===== src/rtl/iob_dma_sched_pkg.sv =====
// Shared definitions for the iob_dma descriptor sequencer: DMA CSR map,
// FSM state encodings and the packed descriptor width helper.
package iob_dma_sched_pkg;

  // CSR word addresses of the iob_dma register bank
  localparam int unsigned BASE_ADDR     = 0;
  localparam int unsigned TRANSFER_SIZE = 1;
  localparam int unsigned DIRECTION     = 2;
  localparam int unsigned INTERFACE_NUM = 3;
  localparam int unsigned READY_W       = 4;
  localparam int unsigned READY_R       = 5;

  localparam logic [3:0] ST_IDLE      = 4'd0;
  localparam logic [3:0] ST_LOAD      = 4'd1;
  localparam logic [3:0] ST_WR_IF     = 4'd2;
  localparam logic [3:0] ST_WR_DIR    = 4'd3;
  localparam logic [3:0] ST_WR_A      = 4'd4;
  localparam logic [3:0] ST_WR_B      = 4'd5;
  localparam logic [3:0] ST_SETTLE    = 4'd6;
  localparam logic [3:0] ST_POLL_REQ  = 4'd7;
  localparam logic [3:0] ST_POLL_WAIT = 4'd8;
  localparam logic [3:0] ST_RETIRE    = 4'd9;

  function automatic int desc_width(input int addr_w, input int size_w, input int if_w);
    return addr_w + size_w + 1 + if_w;
  endfunction

endpackage


===== src/rtl/iob_dma_sched_fifo.sv =====
// Register FIFO holding packed descriptors; registered occupancy and a
// single-cycle flush that drops any same-cycle push.
module iob_dma_sched_fifo #(
  parameter int W          = 69,
  parameter int DEPTH_LOG2 = 3
) (
  input  logic                  clk,
  input  logic                  rst_n,
  input  logic                  cke,
  input  logic                  push,
  input  logic                  pop,
  input  logic                  flush,
  input  logic [W-1:0]          wdata,
  output logic [W-1:0]          rdata,
  output logic [DEPTH_LOG2:0]   level,
  output logic                  full,
  output logic                  empty
);

  localparam int DEPTH   = 2 ** DEPTH_LOG2;
  localparam int LEVEL_W = DEPTH_LOG2 + 1;

  logic [W-1:0]            mem [DEPTH];
  logic [DEPTH_LOG2-1:0]   wr_ptr;
  logic [DEPTH_LOG2-1:0]   rd_ptr;
  logic                    do_push;
  logic                    do_pop;

  assign full    = (level == LEVEL_W'(DEPTH));
  assign empty   = (level == '0);
  assign do_push = cke & push & ~full & ~flush;
  assign do_pop  = cke & pop & ~empty;
  assign rdata   = mem[rd_ptr];

  always_ff @(posedge clk or negedge rst_n) begin
    if (!rst_n) begin
      wr_ptr <= '0;
      rd_ptr <= '0;
      level  <= '0;
    end else if (cke & flush) begin
      wr_ptr <= '0;
      rd_ptr <= '0;
      level  <= '0;
    end else begin
      if (do_push) wr_ptr <= wr_ptr + DEPTH_LOG2'(1);
      if (do_pop)  rd_ptr <= rd_ptr + DEPTH_LOG2'(1);
      if (do_push & ~do_pop)
        level <= level + LEVEL_W'(1);
      else if (do_pop & ~do_push)
        level <= level - LEVEL_W'(1);
    end
  end

  always_ff @(posedge clk) begin
    if (do_push) mem[wr_ptr] <= wdata;
  end

endmodule


===== src/rtl/iob_dma_sched.sv =====
// Descriptor-driven sequencer for the iob_dma CSR port: programs each queued
// transfer, waits for the start pulse to settle, then polls until done.
module iob_dma_sched
  import iob_dma_sched_pkg::*;
#(
  parameter int ADDR_W     = 32,
  parameter int SIZE_W     = 32,
  parameter int IF_W       = 4,
  parameter int CSR_ADDR_W = 4,
  parameter int DEPTH_LOG2 = 3,
  parameter int SETTLE_CYC = 4
) (
  input  logic                  clk_i,
  input  logic                  arst_n_i,
  input  logic                  cke_i,
  input  logic                  desc_valid_i,
  output logic                  desc_ready_o,
  input  logic [ADDR_W-1:0]     desc_addr_i,
  input  logic [SIZE_W-1:0]     desc_size_i,
  input  logic                  desc_dir_i,
  input  logic [IF_W-1:0]       desc_if_i,
  input  logic                  flush_i,
  output logic                  busy_o,
  output logic                  done_o,
  output logic [15:0]           done_cnt_o,
  output logic [DEPTH_LOG2:0]   level_o,
  output logic                  iob_valid_o,
  output logic [CSR_ADDR_W-1:0] iob_addr_o,
  output logic [31:0]           iob_wdata_o,
  output logic [3:0]            iob_wstrb_o,
  input  logic                  iob_ready_i,
  input  logic                  iob_rvalid_i,
  input  logic [31:0]           iob_rdata_i
);

  localparam int DESC_W = desc_width(ADDR_W, SIZE_W, IF_W);
  localparam int SC_W   = $clog2(SETTLE_CYC + 1);

  logic [3:0]          state;
  logic [ADDR_W-1:0]   cur_addr;
  logic [SIZE_W-1:0]   cur_size;
  logic                cur_dir;
  logic [IF_W-1:0]     cur_if;
  logic [SC_W-1:0]     settle_cnt;
  logic [15:0]         done_cnt;
  logic [DESC_W-1:0]   push_desc;
  logic [DESC_W-1:0]   head_desc;
  logic                fifo_full;
  logic                fifo_empty;
  logic                pop;
  logic                poll_done;
  logic                unused_rdata;

  assign push_desc    = {desc_addr_i, desc_size_i, desc_dir_i, desc_if_i};
  assign pop          = (state == ST_IDLE) & ~fifo_empty;
  assign desc_ready_o = ~fifo_full;
  assign poll_done    = iob_rdata_i[0];
  assign unused_rdata = ^iob_rdata_i[31:1];

  iob_dma_sched_fifo #(
    .W          (DESC_W),
    .DEPTH_LOG2 (DEPTH_LOG2)
  ) fifo (
    .clk   (clk_i),
    .rst_n (arst_n_i),
    .cke   (cke_i),
    .push  (desc_valid_i),
    .pop   (pop),
    .flush (flush_i),
    .wdata (push_desc),
    .rdata (head_desc),
    .level (level_o),
    .full  (fifo_full),
    .empty (fifo_empty)
  );

  // The head is captured on the pop edge so LOAD already holds the descriptor
  always_ff @(posedge clk_i or negedge arst_n_i) begin
    if (!arst_n_i) begin
      state      <= ST_IDLE;
      cur_addr   <= '0;
      cur_size   <= '0;
      cur_dir    <= 1'b0;
      cur_if     <= '0;
      settle_cnt <= '0;
      done_cnt   <= '0;
    end else if (cke_i) begin
      case (state)
        ST_IDLE: begin
          if (pop) begin
            {cur_addr, cur_size, cur_dir, cur_if} <= head_desc;
            state <= ST_LOAD;
          end
        end
        ST_LOAD:   state <= (cur_size == '0) ? ST_RETIRE : ST_WR_IF;
        ST_WR_IF:  if (iob_ready_i) state <= ST_WR_DIR;
        ST_WR_DIR: if (iob_ready_i) state <= ST_WR_A;
        ST_WR_A:   if (iob_ready_i) state <= ST_WR_B;
        ST_WR_B: begin
          if (iob_ready_i) begin
            settle_cnt <= '0;
            state      <= ST_SETTLE;
          end
        end
        ST_SETTLE: begin
          if (settle_cnt == SC_W'(SETTLE_CYC - 1))
            state <= ST_POLL_REQ;
          else
            settle_cnt <= settle_cnt + SC_W'(1);
        end
        ST_POLL_REQ: begin
          if (iob_ready_i) begin
            if (iob_rvalid_i)
              state <= poll_done ? ST_RETIRE : ST_POLL_REQ;
            else
              state <= ST_POLL_WAIT;
          end
        end
        ST_POLL_WAIT: begin
          if (iob_rvalid_i) state <= poll_done ? ST_RETIRE : ST_POLL_REQ;
        end
        ST_RETIRE: begin
          done_cnt <= done_cnt + 16'd1;
          state    <= ST_IDLE;
        end
        default: state <= ST_IDLE;
      endcase
    end
  end

  // Size-first order for writes to memory clears the stream counter before start
  always_comb begin
    iob_valid_o = 1'b0;
    iob_addr_o  = '0;
    iob_wdata_o = '0;
    iob_wstrb_o = 4'h0;
    case (state)
      ST_WR_IF: begin
        iob_valid_o = 1'b1;
        iob_addr_o  = CSR_ADDR_W'(INTERFACE_NUM);
        iob_wdata_o = 32'(cur_if);
        iob_wstrb_o = 4'hF;
      end
      ST_WR_DIR: begin
        iob_valid_o = 1'b1;
        iob_addr_o  = CSR_ADDR_W'(DIRECTION);
        iob_wdata_o = 32'(cur_dir);
        iob_wstrb_o = 4'hF;
      end
      ST_WR_A: begin
        iob_valid_o = 1'b1;
        iob_addr_o  = cur_dir ? CSR_ADDR_W'(TRANSFER_SIZE) : CSR_ADDR_W'(BASE_ADDR);
        iob_wdata_o = cur_dir ? 32'(cur_size) : 32'(cur_addr);
        iob_wstrb_o = 4'hF;
      end
      ST_WR_B: begin
        iob_valid_o = 1'b1;
        iob_addr_o  = cur_dir ? CSR_ADDR_W'(BASE_ADDR) : CSR_ADDR_W'(TRANSFER_SIZE);
        iob_wdata_o = cur_dir ? 32'(cur_addr) : 32'(cur_size);
        iob_wstrb_o = 4'hF;
      end
      ST_POLL_REQ: begin
        iob_valid_o = 1'b1;
        iob_addr_o  = cur_dir ? CSR_ADDR_W'(READY_W) : CSR_ADDR_W'(READY_R);
      end
      default: ;
    endcase
  end

  assign done_o     = (state == ST_RETIRE);
  assign done_cnt_o = done_cnt;
  assign busy_o     = (state != ST_IDLE) | (level_o != '0);

endmodule


===== config.mk =====
export PLATFORM = sky130hd
export DESIGN_NAME = iob_dma_sched
export DESIGN_NICKNAME = d
export VERILOG_FILES = /design/src/rtl/iob_dma_sched_pkg.sv /design/src/rtl/iob_dma_sched_fifo.sv /design/src/rtl/iob_dma_sched.sv
export SDC_FILE = /design/constraint.sdc
export NUM_CORES = 1
export LEC_CHECK = 0
export ABC_AREA = 0
export CORE_ASPECT_RATIO = 1.2
export CORE_MARGIN = 8
export CORE_UTILIZATION = 63
export CTS_CLUSTER_DIAMETER = 120
export CTS_CLUSTER_SIZE = 28
export DETAILED_ROUTE_END_ITERATION = 16
export GPL_TIMING_DRIVEN = 0
export PLACE_DENSITY = 0.84
export SLEW_MARGIN = 25
export SYNTH_ARGS = -nofsm -noshare
export SYNTH_HDL_FRONTEND = slang
export SYNTH_HIERARCHICAL = 1
export SYNTH_SLANG_ARGS = --single-unit
export TNS_END_PERCENT = 1

===== constraint.sdc =====
create_clock -name clk_i -period 18.7 [get_ports clk_i]
set_clock_uncertainty 0.15 [all_clocks]
set_input_delay 4.675 -clock clk_i [delete_from_list [all_inputs] [get_ports clk_i]]
set_output_delay 4.675 -clock clk_i [all_outputs]
set_load 0.01 [all_outputs]

==> flow_summary.toml <==
[status]
run_status = "complete, no violations"

[place]
io_buffers = 139
dp_hpwl_um = 41200
gp_routability_congestion = 0.913

[global_route]
antenna_found_initial = 3
grt_first_pass_wirelength_um = 89500
grt_pass1_vias = 14000
grt_max_degree = 77
grt_use_total_pct = 24.6
gr-total-overflow = 0

[clocking]
clock_latency_ps = 600
clockBufferDepth = 3
cts_buffers = 27
cts_resized = 0
ctsHoldBuffers = 0
path_clk_slew_ps = 110
cts-htree-levels = 1
cts.sinks = 654
ctsRootBufferMaster = "clkbuf_16"
cts_tree = "built"
post-cts-setup-buffer-count = 0

[critical_path]
critPathLaunchType = "flop"
r2r_start = "fifo/level[3]"
rr_endpoint = "fifo/mem[0][56]"
path_max_fanout = 10
worstPathArrival_ps = 3680
rrSetupSlack_ps = 15140
max_stage_delay_ps = 760
crit_path_frequent_cell = "clkbuf_1"
slowest_stage = "nor4b_2"
required_ps = 13880
end_kind = "output port"
crit_type = "reg -> out"
r2r_cells = 7
path_cells = "clkbuf_1 -> nor4b_2 -> clkbuf_1 -> a22oi_1 -> a21oi_1 -> clkdlybuf4s50_1"

[sta]
maxSlewHeadroom_pct = 40.2
setup_viol = 0
slew_viol_final = 0
rsz0062_at_grt = "false"
fin_hold_ws_ps = 329
setup_tns_ps = 0
layout_min_cycle_time_ps = 8500
finalHoldViolations = 0
fin_crit_sh_pct = 45.5
worst_pin_slew_ps = 897
clock.fmax_mhz = 118

[route]
drt-total-wl_um = 60200
num_vias = 14000
vias_per_cell = 6.66
dr.pass1.iters = 7
avgRoutedWirePerCell_um = 28.7
ant_nets = 0
drc = 0
drt_iter0_drc = 1690

[layout]
fillCellCount = 2335
drive_gt1_share_pct = 26.1
multiInputGateArea_um2 = 6730
seq_area_um2 = 19100
nets = 1643
syn2layout_area_growth_pct = 14.2

[min_path]
worstHoldStart = "done_cnt_o[15]"
whs_path_depth = 1
hp-class = "reg -> reg"
worstHoldEndpoint = "done_cnt_o[15]"

[run]
max_cap_violations = 0

[floorplan]
rows = 82
dieArea_um2 = 48600
start_util_pct = 63.4
core_um2 = 41600
die_y_um = 240
dieWidth_um = 203
boundaryPins = 172

[yosys]
async_flop_share_pct = 15.6
synth_cell_type_count = 61
synth_edf_count = 552
syn-cell-area_um2 = 26300
synth_ff_type = "edfxtp_1"
ys_seq_elements = 654
syn_avg_cell_area_um2 = 20.1
yosysSeqAreaShare_pct = 72.7
ys_warn_count = 6
syn_inst = 1310
syn-num-nets = 1427

[power]
powerDensity_nw_per_um2 = 115
vdd_drop_max_v = 0.0000866
leakagePower_uw = 0.00977
-- worst max-delay path: cells and delay by family, from the launching register on --
kind            cells  cell delay, ps
buf+inv             3            1330
flops               1             420
simple gates        1             760
compound gates      2             570
-- state kept, by name, summed over array words and instances (netlist names), 4 cells and up --
name,flops
fifo/mem,552
cur_addr,32
cur_size,32
done_cnt_o,16
cur_if,4
fifo/level,4
state,4
-- how the worst max path moves through the flow --
stage	startpoint	end	slack [ps]	cells after the start
floorplan	flush_i	fifo/mem[0][0]	7940	3
global placement	cke_i	fifo/mem[0][56]	2550	5
detailed placement	cke_i	fifo/mem[0][56]	10530	8
CTS	state[3]	iob_wdata_o[30]	10240	6
global route	state[3]	iob_wdata_o[31]	10020	6
finish	state[3]	iob_wdata_o[28]	10200	6
-- placed cells by master, fill, tap and decap left out, types with 7 or more instances in the layout --
cell type and n:
inv_1 12, dfrtp_1 102, edfxtp_1 552, nor2_1 22, mux2_2 130, a22oi_1 34, nand3_1 9, buf_6 21
nor2_4 7, a221oi_1 32, buf_16 18, nand4_1 7, nor4_1 9, ha_1 8, xor2_1 8, clkbuf_1 59
buf_1 11, buf_2 13, clkdlybuf4s50_1 138, mux4_2 137, a21oi_1 39, clkbuf_16 27, buf_4 22, xnor2_1 11
nand2_1 15, mux2_4 10
-- metrics by stage --
stage / instances / worst slack (ps) / utilization, % / instance area, µm² / total power (µW)
floorplan: 1310 / 7940 / - / 26300 / 2370
global placement: 1995 / 2550 / 68.3 / 28400 / 2730
detailed placement: 2043 / 10530 / 70.5 / 29300 / 2780
CTS: 2092 / 10240 / 72.3 / 30100 / 3460
global route: 2094 / 10020 / 72.3 / 30100 / 3590
finish: 2094 / 10200 / 72.3 / 30100 / 3470
-- cell usage after synthesis (8+ instances only) --
cell type / instances / share of area (%)
edfxtp_1: 552 / 63
mux4_2: 137 / 12
mux2_2: 130 / 5.6
dfrtp_1: 102 / 9.7
a21oi_1: 39 / 0.74
clkbuf_1: 38 / 0.54
a22oi_1: 34 / 0.97
a221oi_1: 32 / 1.1
nor2_1: 28 / 0.40
buf_6: 16 / 0.68
nand2_1: 15 / 0.21
buf_2: 13 / 0.25
inv_1: 12 / 0.17
buf_1: 11 / 0.16
xnor2_1: 11 / 0.37
mux2_4: 10 / 0.57
nand3_1: 9 / 0.17
nor4_1: 9 / 0.21
ha_1: 8 / 0.38
xor2_1: 8 / 0.27
-- logic make-up (layout without fill, tap and decap cells) --
family | after synthesis | in the layout | synth area share, %
flip-flops | 654 | 654 | 72.7
multiplexers | 281 | 281 | 18.1
AO/OA/AOI/OAI | 133 | 133 | 3.62
AND/OR/NAND/NOR | 118 | 118 | 2.58
buffers and inverters | 95 | 331 | 1.97
XOR/XNOR | 19 | 19 | 0.632
adder cells (fa/ha/maj) | 9 | 9 | 0.456
other | 1 | 3 | 0.0142
-- cell type report --
class                      instances  share of cell area, %
antenna                            2                 0.0166
inverter                          12                  0.150
clock buffer                      48                   2.51
sequential                       654                   63.6
clock inverter                     1                 0.0666
timing repair buffer             187                   7.38
multi-input combinational        561                   22.4
tap                              546                   2.27
buffer                            83                   1.58
-- per-layer routing --
layer  GRT usage [%]  part of all wire [%]
met1            32.6                    38
met2            41.2                    50
met3            4.29                   8.3
met4            8.78                   3.7
met5               0                     0
-- where the power goes --
part | switching [µW] | internal (µW)
sequential | 107 | 1680
combinational | 499 | 483
clock | 418 | 280
total | 1020 | 2450
Note: power is estimated with default switching activity, not from simulation.
